## config.mk

```make
export PLATFORM = sky130hd
export DESIGN_NAME = avr_prefetch_queue
export DESIGN_NICKNAME = d
export VERILOG_FILES = /design/src/rtl/avr_pkg.sv /design/src/rtl/avr_pfq_fifo.sv /design/src/rtl/avr_prefetch_queue.sv
export SDC_FILE = /design/constraint.sdc
export NUM_CORES = 1
export LEC_CHECK = 0
export CAP_MARGIN = 10
export CORE_AREA = 2 2 129 144
export CTS_BUF_LIST = sky130_fd_sc_hd__clkbuf_4 sky130_fd_sc_hd__clkbuf_8 sky130_fd_sc_hd__clkbuf_16
export DETAILED_ROUTE_END_ITERATION = 7
export DIE_AREA = 0 0 131 146
export PLACE_DENSITY = 0.65
export REMOVE_ABC_BUFFERS = 1
export SLEW_MARGIN = 20
export SYNTH_ARGS = -nofsm -noshare
export SYNTH_HDL_FRONTEND = slang
export SYNTH_SLANG_ARGS = --single-unit
```

## constraint.sdc

```tcl
create_clock -name CLK -period 2.2 [get_ports CLK]
set_input_delay 0.33 -clock CLK [delete_from_list [all_inputs] [get_ports CLK]]
set_output_delay 0.33 -clock CLK [all_outputs]
set_load 0.05 [all_outputs]
```

## src/rtl/avr_pkg.sv

```systemverilog
// Shared constants for the AVR prefetch queue: default widths, two-word opcode
// patterns (LDS/STS/JMP/CALL) and the fetch FSM encoding.
package avr_pkg;

    localparam int PC_W_DEF = 16;

    localparam logic [15:0] LDS_STS_MASK   = 16'hFC0F;
    localparam logic [15:0] LDS_MATCH      = 16'h9000;
    localparam logic [15:0] STS_MATCH      = 16'h9200;
    localparam logic [15:0] JMP_CALL_MASK  = 16'hFE0C;
    localparam logic [15:0] JMP_CALL_MATCH = 16'h940C;

    typedef enum logic [1:0] {
        S_BOOT  = 2'd0,
        S_RUN   = 2'd1,
        S_REDIR = 2'd2
    } pfq_state_e;

    // True when w is the opcode word of an instruction that carries a K word.
    function automatic logic is_two_word(input logic [15:0] w);
        return ((w & LDS_STS_MASK) == LDS_MATCH) ||
               ((w & LDS_STS_MASK) == STS_MATCH) ||
               ((w & JMP_CALL_MASK) == JMP_CALL_MATCH);
    endfunction

endpackage

```

## src/rtl/avr_pfq_fifo.sv

```systemverilog
// Circular buffer of {word, pc} entries with 1- or 2-entry pop, flush, and
// combinational head / head+1 read ports.
module avr_pfq_fifo #(
    parameter int PC_W  = 16,
    parameter int DEPTH = 4
) (
    input  logic                   clk,
    input  logic                   rst_n,
    input  logic                   flush,
    input  logic                   push,
    input  logic [15:0]            push_word,
    input  logic [PC_W-1:0]        push_pc,
    input  logic                   pop1,
    input  logic                   pop2,
    output logic [15:0]            head_word,
    output logic [PC_W-1:0]        head_pc,
    output logic [15:0]            next_word,
    output logic [$clog2(DEPTH):0] level
);

    localparam int AW = $clog2(DEPTH);

    typedef struct packed {
        logic [15:0]     word;
        logic [PC_W-1:0] pc;
    } entry_t;

    entry_t        mem [DEPTH];
    logic [AW-1:0] rd_ptr;
    logic [AW-1:0] wr_ptr;
    logic [AW:0]   pop_cnt;

    assign pop_cnt   = pop2 ? (AW+1)'(2) : {{AW{1'b0}}, pop1};
    assign head_word = mem[rd_ptr].word;
    assign head_pc   = mem[rd_ptr].pc;
    assign next_word = mem[rd_ptr + AW'(1)].word;

    // Storage is not reset; level gates every read of it.
    always_ff @(posedge clk) begin
        if (!rst_n || flush) begin
            rd_ptr <= '0;
            wr_ptr <= '0;
            level  <= '0;
        end else begin
            if (push) begin
                mem[wr_ptr] <= '{word: push_word, pc: push_pc};
                wr_ptr      <= wr_ptr + AW'(1);
            end
            rd_ptr <= rd_ptr + pop_cnt[AW-1:0];
            level  <= level + {{AW{1'b0}}, push} - pop_cnt;
        end
    end

endmodule

```

## src/rtl/avr_prefetch_queue.sv

```systemverilog
// AVR instruction prefetch: streams ROM words into a queue and issues whole
// instructions to decode. Macro AVR_PFQ_TWO_WORD_EN enables 32-bit instruction pairing.
module avr_prefetch_queue
    import avr_pkg::*;
#(
    parameter int              PC_W      = PC_W_DEF,
    parameter int              DEPTH     = 4,
    parameter logic [PC_W-1:0] RESET_VEC = '0
) (
    input  logic                   CLK,
    input  logic                   RST,
    output logic [PC_W-1:0]        prog_addr,
    output logic                   prog_rd,
    input  logic [15:0]            prog_data,
    input  logic                   redirect,
    input  logic [PC_W-1:0]        redirect_addr,
    output logic [15:0]            instr,
    output logic [15:0]            instr_k,
    output logic [PC_W-1:0]        instr_pc,
    output logic                   instr_is32,
    output logic                   instr_valid,
    input  logic                   instr_ready,
    output logic [$clog2(DEPTH):0] q_level
);

    localparam int LW = $clog2(DEPTH) + 1;

    pfq_state_e      state;
    logic [PC_W-1:0] fetch_pc;
    logic [PC_W-1:0] pend_pc;
    logic            rd_pend;
    logic            room;
    logic            head_two;
    logic            fire;
    logic [15:0]     head_word;
    logic [15:0]     next_word;
    logic [PC_W-1:0] head_pc;
    logic [LW-1:0]   level;

    // A read in flight already owns a slot, so count it against capacity.
    assign room      = (32'(level) + 32'(rd_pend)) < DEPTH;
    assign prog_rd   = ((state == S_RUN) || (state == S_REDIR)) && room;
    assign prog_addr = fetch_pc;

`ifdef AVR_PFQ_TWO_WORD_EN
    assign head_two = is_two_word(head_word);
`else
    assign head_two = 1'b0;
`endif

    assign instr_valid = (level != '0) && (!head_two || (level > LW'(1))) && !redirect;
    assign fire        = instr_valid && instr_ready;
    assign instr       = instr_valid ? head_word : '0;
    assign instr_pc    = instr_valid ? head_pc : '0;
    assign instr_is32  = instr_valid && head_two;
    assign instr_k     = (instr_valid && head_two) ? next_word : '0;
    assign q_level     = level;

    always_ff @(posedge CLK) begin
        if (!RST) begin
            state    <= S_BOOT;
            fetch_pc <= RESET_VEC;
            pend_pc  <= '0;
            rd_pend  <= 1'b0;
        end else if (redirect) begin
            // Dropping rd_pend discards the word that lands next cycle.
            state    <= S_REDIR;
            fetch_pc <= redirect_addr;
            rd_pend  <= 1'b0;
        end else begin
            case (state)
                S_BOOT, S_REDIR, S_RUN: state <= S_RUN;
                default:                state <= S_BOOT;
            endcase
            rd_pend <= prog_rd;
            if (prog_rd) begin
                pend_pc  <= fetch_pc;
                fetch_pc <= fetch_pc + PC_W'(1);
            end
        end
    end

    avr_pfq_fifo #(
        .PC_W  (PC_W),
        .DEPTH (DEPTH)
    ) u_fifo (
        .clk       (CLK),
        .rst_n     (RST),
        .flush     (redirect),
        .push      (rd_pend),
        .push_word (prog_data),
        .push_pc   (pend_pc),
        .pop1      (fire && !head_two),
        .pop2      (fire && head_two),
        .head_word (head_word),
        .head_pc   (head_pc),
        .next_word (next_word),
        .level     (level)
    );

endmodule

```

After elaboration in Yosys (flattened, before gate mapping). Memories as Yosys holds them, arrays and structs flattened. A register that Yosys moved wholly into a read port is not among the register bits. Index checks and enable logic that the tools add are counted.

Add/subtract/negate cells: 6. $lt $le $gt $ge: 1. Equality and inequality tests: 2. Multiplexer cells: 10. Bitwise operators: 2. Reductions and logical operators: 13.

Operators with widths (count): 16-bit two-way mux (4); 16-bit by 1-bit adder with 16-bit output (second input constant) (1); 3-bit by 1-bit adder with 4-bit output (1); 4-bit by 3-bit < comparator with 1-bit output (second input constant) (1); 1-bit two-way mux (4); 2-bit two-way mux (2); 3-bit by 1-bit adder with 3-bit output (1); 1-bit logical AND (3); 3-bit nonzero test (1); 3-bit OR reduction (1); 3-bit by 1-bit subtractor with 3-bit output (1); 2-bit by 1-bit adder with 2-bit output (1); 2-bit by 1-bit adder with 2-bit output (second input constant) (1); 2-bit by 1-bit == test with 1-bit output (second input constant) (1); 2-bit == test (second input constant) (1); 1-bit zero test (2); 2-bit zero test (1); 1-bit logical OR (2); 1-bit inverter (2); 2-bit AND reduction (1); 2-bit nonzero test (1); 2-bit OR reduction (1).

Bits in registers: 42. Bits in writable memories: 128. Word-level logic and storage cells: 43. Memories kept: 1.

Memories: u_fifo.mem (depth 4, bits a word 32, read ports 1, clocked after Yosys merged registers in 1, wr ports 1, RTL line avr_pfq_fifo.sv:28) `entry_t mem [DEPTH];`.

Depth between registers and ports, before layout. Gate-level depths: netlist (run 1).

Depth after elaboration: 5. Mapped depth: 8. Gate-level depth less buffers: 8.

Cells and area by module. Synthesis (run 1) repeated with hierarchy kept, for this count alone.

Cells, all modules: 464. Area, all modules: 7464.7 µm².

Modules (own cells, without submodules): avr_pfq_fifo (times used 1, cells an instance 229, area each 5450.2 µm², seq. area each 3983.8 µm²); avr_prefetch_queue (times used 1, cells an instance 235, area each 2014.4 µm², seq. area each 700.7 µm²).

Worst setup path after synthesis (run 1). No wires, ideal clock.

Path type: reg2out. Start point: register u_fifo.level[0]. End point: output instr_pc[10]. Arrival: 2201 ps. Data required time: 1870 ps. Path slack: -331 ps. Cell stages (with the launch flop): 5. Cells stage by stage: dfxtp_1 -> nor3_1 -> nor2_1 -> clkbuf_1 -> and2_1.

Word-level cells in the longest chain between the ends: 3.

Ends and longest elaborated chain: from (decl) (RTL line avr_pfq_fifo.sv:18) `output logic [$clog2(DEPTH):0] level`; from (signal assigned) (RTL line avr_pfq_fifo.sv:50) `level <= level + {{AW{1'b0}}, push} - pop_cnt;`; 3-bit nonzero test (RTL line avr_prefetch_queue.sv:51) `assign instr_valid = (level != '0) && (!head_two || (level > LW'(1))) && !redirect;`; 1-bit logical AND (RTL line avr_prefetch_queue.sv:51); via instr_valid (RTL line avr_prefetch_queue.sv:21) `output logic instr_valid,`; 16-bit two-way mux (RTL line avr_prefetch_queue.sv:54) `assign instr_pc = instr_valid ? head_pc : '0;`; to (decl) (RTL line avr_prefetch_queue.sv:19) `output logic [PC_W-1:0] instr_pc,`.

The timed path passes the listed nets, and every way through them passes these cells.

==> impl_metrics.toml, run 1 <==
[floorplan]
core_area_um2 = 17500
initial_core_util_pct = 39.7
io_pins = 106
fp.dieW_um = 131
die_h_um = 146
die_area_um2 = 19100
row_count = 51

[cells_and_area]
diodes = 0
syn2layout_area_growth_pct = 34.2
final_cells = 793
final_cell_mix = "128 x edfxtp_1, 54 x clkdlybuf4s50_1, 43 x buf_12"
drive_gt1_share_pct = 32.1
final_common_cell = "edfxtp_1"
fin_nets = 587

[logic_synthesis]
synth_ff_type = "edfxtp_1"
syn_area_um2 = 6970
synth_compound_area_share_pct = 2.93
synth.area.mux_share_pct = 12.9
synth_seq_area_share_pct = 67.2
syn_area_per_cell_um2 = 16.2
ys_types = 42
synth_fa_ha_area_share_pct = 1.72
synth-seq-cells = 170
synth_top_family_by_area = "multiplexers"
synth_warnings = 0
syn_inst = 430
synthArstFlopShare_pct = 0
synth_xor_xnor_area_share_pct = 2.26
yosys.area_share.simple_pct = 9.39
synth_edf_count = 128

[job]
drv_cap = 0

[worst_setup_path]
end_kind = "output port"
r2r-start = "u_fifo.level[1]"
reg2reg_to = "prog_addr[5]"
critPathLaunchType = "register"
crit_path_max_fanout = 9
crit_type = "reg2out"
cp.required_ps = 1870
crit_arrival_ps = 1910
reg2regPathDepth = 6
rrSetupSlack_ps = 230

[hold_path]
hold_path_depth = 0
min_path_type = "reg2reg"
min_to = "u_fifo.mem[3][14]"
min-delay-start = "pend_pc[14]"

[placement]
port_buffers = 88
hpwl_um = 8590
pre_cts_slack_ps = 55.7
dp_cells = 753
place_congestion = 0.721

[pwr]
power.total_uw = 6880
max-vdd-ir-drop_uv = 489
p_leak_uw = 0.00328
power_density_nw_per_um2 = 735

[clock_network]
worst_skew_pair.late_latency_ps = 420
cts_hold_buf = 0
root_buffer = "clkbuf_16"
cts_max_path_buffers = 2
cts.sinks = 170
cts_tree = "yes"
htree_levels = 4
numCtsBuffers = 17
cts.clk_slew.worst_paths_ps = 70

[global_route]
grt.total_usage_pct = 15.2
grt_pass1_wl_um = 21900
grt_pass1_vias = 4014
grt_busiest_layer = "met2"
antenna_found_initial = 0
grtUsageMet3_pct = 4.04
grt_max_degree = 35
use_met2_pct = 25.1
gr-usage-met1_pct = 20.2
grt_overflow = 0

[sta]
clock_skew_ps = 9.30
finalCriticalPeriod_ps = 2240
setup_viol = 26
setup_tns_ps = -650
fin_ws_ps = -40.7
relSlewSlack_pct = 61.2
finalCritPeriodShare_pct = 102
hold_viol = 0
tightest_slew_ps = 580
hold_ws_ps = 507
rsz0062_at_grt = "yes"
max_freq_mhz = 446
finalMaxSlewViolations = 0

[drt]
antenna_left = 0
wl_per_cell_um = 17.4
wl_um = 13800
drcViolationCount = 0
drt_first_pass_iters = 4
vias_per_cell = 4.86
drt_iter0_drc = 265
route.vias.total = 3857

[run_status]
failed_checks = "negative setup slack"
outcome = "complete, but fails checks"
-- per-stage QoR --
step / utilization (%) / cell area [um^2]
2_1_floorplan: - / 6810
3_3_place_gp: 48.7 / 8550
3_5_place_dp: 48.7 / 8550
4_1_cts: 53.4 / 9370
5_1_grt: 53.3 / 9360
6_report: 53.3 / 9360
-- worst max-delay path by stage --
| stage | depth (start not counted) | slack (ps) | to | startpoint |
|---|---|---|---|---|
| 2_1_floorplan | 8 | -1270 | u_fifo.level[2] | u_fifo.level[0] |
| 3_3_place_gp | 5 | 120 | instr_pc[4] | redirect |
| 3_5_place_dp | 8 | 60 | u_fifo.level[2] | redirect |
| 4_1_cts | 5 | -100 | instr_pc[10] | u_fifo.rd_ptr[0] |
| 5_1_grt | 5 | -100 | instr[7] | u_fifo.rd_ptr[0] |
| 6_report | 5 | -40 | instr_pc[10] | u_fifo.rd_ptr[0] |
-- where the power goes --
part           leakage, uW  internal (uW)  switching [uW]
Sequential         0.00155           3470            52.9
Clock             0.000282           1510            1320
Combinational      0.00144            210             309
Total              0.00328           5200            1680
-- cell families after synthesis --
| group | after synthesis |
|---|---|
| flip-flops | 170 |
| AND/OR/NAND/NOR | 102 |
| multiplexers | 50 |
| buffers and inverters | 44 |
| AO/OA/AOI/OAI | 36 |
| XOR/XNOR | 18 |
| adder cells (fa/ha/maj) | 9 |
| other | 1 |
-- cells in the mapped netlist (all sizes together), types with 6 or more instances --
cell type	instances	area [um^2]
edfxtp	128	3840
dfxtp	42	841
and2	36	225
mux4	32	721
buf	24	169
mux2i	18	180
nor2b	17	106
o21ai	16	80.1
a21oi	14	70.1
xnor2	14	123
clkbuf	13	48.8
nor2	9	33.8
ha	8	100
nand2	8	37.5
inv	6	22.5
-- critical path, stage by stage, from the launching register on --
cell and delay (ps):
dfxtp_4 400, buf_4 130, buf_12 130, mux4_2 500
and2_4 180, buf_12 140
-- state kept, by name, indices dropped and copies added, names as in the netlist --
| register | flops |
|---|---|
| u_fifo.mem | 128 |
| pend_pc | 16 |
| prog_addr | 16 |
| u_fifo.level | 3 |
| state | 2 |
| u_fifo.rd_ptr | 2 |
| u_fifo.wr_ptr | 2 |
| rd_pend | 1 |
-- repair_timing --
| action | 4_1_cts | 5_1_grt |
|---|---|---|
| buffers inserted | 5 | 3 |
| endpoints found under the setup margin | 33 | 33 |
| gates resized for setup | 42 | 9 |
| gates cloned | 3 | 0 |
-- metal layers --
layer | vias to the layer above | part of all wire, %
li1 | 1824 | -
met1 | 1926 | 44
met2 | 103 | 51
met3 | 4 | 4.3
met4 | 0 | 0.43
met5 | - | 0
-- area by class of cell --
cell class                      count  area (um^2)
Timing Repair Buffer              114         1570
Clock buffer                       17          425
Clock inverter                     15          148
Multi-Input combinational cell    232         2190
Tap cell                          238          298
Sequential cell                   170         4690
Fill cell                        1427         8190
Inverter                            7         26.3
(Power assumes the default switching activity.)
==> run 2: changes to the inputs <==
--- a/config.mk
+++ b/config.mk
@@ -6,13 +6,16 @@
 export NUM_CORES = 1
 export LEC_CHECK = 0
 export CAP_MARGIN = 10
-export CORE_AREA = 2 2 129 144
+export CORE_AREA = 2 2 134 149
 export CTS_BUF_LIST = sky130_fd_sc_hd__clkbuf_4 sky130_fd_sc_hd__clkbuf_8 sky130_fd_sc_hd__clkbuf_16
+export CTS_CLUSTER_SIZE = 8
 export DETAILED_ROUTE_END_ITERATION = 7
-export DIE_AREA = 0 0 131 146
+export DIE_AREA = 0 0 136 151
 export PLACE_DENSITY = 0.65
 export REMOVE_ABC_BUFFERS = 1
 export SLEW_MARGIN = 20
 export SYNTH_ARGS = -nofsm -noshare
 export SYNTH_HDL_FRONTEND = slang
+export SYNTH_HIERARCHICAL = 1
 export SYNTH_SLANG_ARGS = --single-unit
+export TNS_END_PERCENT = 100
==> run 2 against run 1 <==
Clock-buffer cell count unchanged. The run still ends with negative setup slack left. Clock power grew 8.8%. Area after synthesis increased by 1.8%.
==> impl_metrics.toml, run 2 <==
[cells_and_area]
nFillCells = 1621
seq_area_um2 = 4690
largest_reg_flops = 128
drive_gt1_share_pct = 29.1
multi_input_area_um2 = 2210
diodes = 0
final_cells = 827
syn2layout_area_growth_pct = 34.4
final_cell_mix = "128 x edfxtp_1, 53 x clkdlybuf4s50_1, 45 x buf_12"
fin_nets = 612
final_common_cell = "edfxtp_1"
largest_register = "u_fifo/mem"

[worst_setup_path]
cp.required_ps = 1870
crit_arrival_ps = 1870
crit_path_max_fanout = 5
critPathLaunchType = "register"
reg2regPathDepth = 11
rrSetupSlack_ps = 100
r2r-start = "u_fifo/level[2]"
end_kind = "output port"
reg2reg_to = "u_fifo/level[2]"
crit_type = "reg2out"

[sta]
finalMaxSlewViolations = 0
finalCriticalPeriod_ps = 2200
fin_ws_ps = -4.12
rsz0062_at_grt = "yes"
hold_viol = 0
setup_viol = 3
max_freq_mhz = 454
relSlewSlack_pct = 60.5
clock_skew_ps = 6.13
tightest_slew_ps = 591
finalCritPeriodShare_pct = 100

[drt]
route.vias.total = 4072
drt_first_pass_iters = 4
drcViolationCount = 0
wl_per_cell_um = 18.0
vias_per_cell = 4.92
drt_iter0_drc = 238
wl_um = 14900
antenna_left = 0

[clock_network]
cts_hold_buf = 0
worst_skew_pair.late_latency_ps = 430
cts_tree = "yes"
cts.clk_slew.worst_paths_ps = 70
htree_levels = 4
cts.sinks = 170
cts_max_path_buffers = 2
root_buffer = "clkbuf_16"
numCtsBuffers = 17

[pwr]
intPower_uw = 5690
p_comb_share_pct = 11.8
pwr-share-clk_pct = 41.0
max-vdd-ir-drop_uv = 563
switchingPower_uw = 1830
pwr-share-seq_pct = 47.2
p_sw_share_pct = 24.3
power_density_nw_per_um2 = 788
p_leak_uw = 0.00332

[global_route]
grt_pass1_wl_um = 23100
grtUsageMet3_pct = 4.52
grt_overflow = 0
use_met2_pct = 25.3
grt.total_usage_pct = 15.2
grt_max_degree = 35
grt_busiest_layer = "met2"
grt_pass1_vias = 4158
antenna_found_initial = 0
gr-usage-met1_pct = 18.5

[floorplan]
initial_core_util_pct = 37.4
fp.dieW_um = 136
core_area_um2 = 19000
io_pins = 106
die_area_um2 = 20500
row_count = 53
die_h_um = 151

[run_status]
failed_checks = "negative setup slack"
outcome = "complete, but fails checks"

[hold_path]
min_path_type = "in2reg"
hold_path_depth = 3
min-delay-start = "redirect_addr[9]"
min_to = "prog_addr[9]"

[placement]
hpwl_um = 9890
pre_cts_slack_ps = -282
port_buffers = 88
dp_cells = 782
place_congestion = 0.782

[job]
drv_cap = 0

[logic_synthesis]
syn_inst = 447
syn_area_per_cell_um2 = 15.9
synth_warnings = 6
syn_area_um2 = 7090
==> run 2: metal layers <==
layer / part of all wire [%] / wire length, um / vias to the layer above
met5: 0 / 0 / -
met4: 1.8 / 264 / 0
met3: 4.9 / 733 / 17
met2: 52 / 7690 / 123
met1: 42 / 6200 / 2043
li1: - / - / 1889
==> run 2: worst max-delay path by stage <==
| stage | startpoint | end | slack, ps |
|---|---|---|---|
| 2_1_floorplan | u_fifo/level[0] | pend_pc[11] | -1540 |
| 3_3_place_gp | redirect | u_fifo/level[2] | -210 |
| 3_5_place_dp | redirect | u_fifo/level[2] | -280 |
| 4_1_cts | u_fifo/rd_ptr[1] | instr[8] | -30 |
| 5_1_grt | u_fifo/rd_ptr[0] | instr_pc[5] | -60 |
| 6_report | u_fifo/rd_ptr[0] | instr_pc[5] | -4 |
==> run 2: timing repair <==
| action | CTS | global route |
|---|---|---|
| gates resized for setup | 25 | 10 |
| endpoints found under the setup margin | 33 | 33 |
| buffers inserted | 9 | 2 |
| cloned | 2 | 1 |
==> run 2: cell type report <==
type                            instances  area share (%)
Sequential cell                       170            49.2
Clock inverter                         15            2.01
Tap cell                              247            3.24
Clock buffer                           17            4.46
Multi-Input combinational cell        247            23.2
Timing Repair Buffer                  124            17.6
Inverter                                7           0.276
==> run 2: per-stage QoR <==
step | instance area [um^2] | utilization (%) | TNS [ps] | total power, uW | hold slack, ps
final | 9540 | 50.3 | -7.91 | 7520 | 510
after global routing | 9540 | 50.3 | -1230 | 7760 | 524
after CTS | 9500 | 50.1 | -226 | 7560 | 492
after detailed placement | 8700 | 45.9 | -498 | 4470 | 497
after global placement | 8700 | 45.9 | -340 | 4450 | 476
after floorplan | 6860 | - | -56380 | 4070 | 429
==> run 2: power by group through the flow <==
stage | combinational (uW) | sequential [uW] | clock (uW)
6_report | 888 | 3550 | 3080
5_1_grt | 937 | 3550 | 3270
4_1_cts | 883 | 3550 | 3130
3_5_place_dp | 850 | 3620 | 0
3_3_place_gp | 838 | 3610 | 0
2_1_floorplan | 371 | 3700 | 0
==> run 2: critical path, cell delays in order (launching register included) <==
cell       delay (ps)
dfxtp_4           430
clkbuf_16         180
mux4_2            520
and2_4            170
buf_12            140
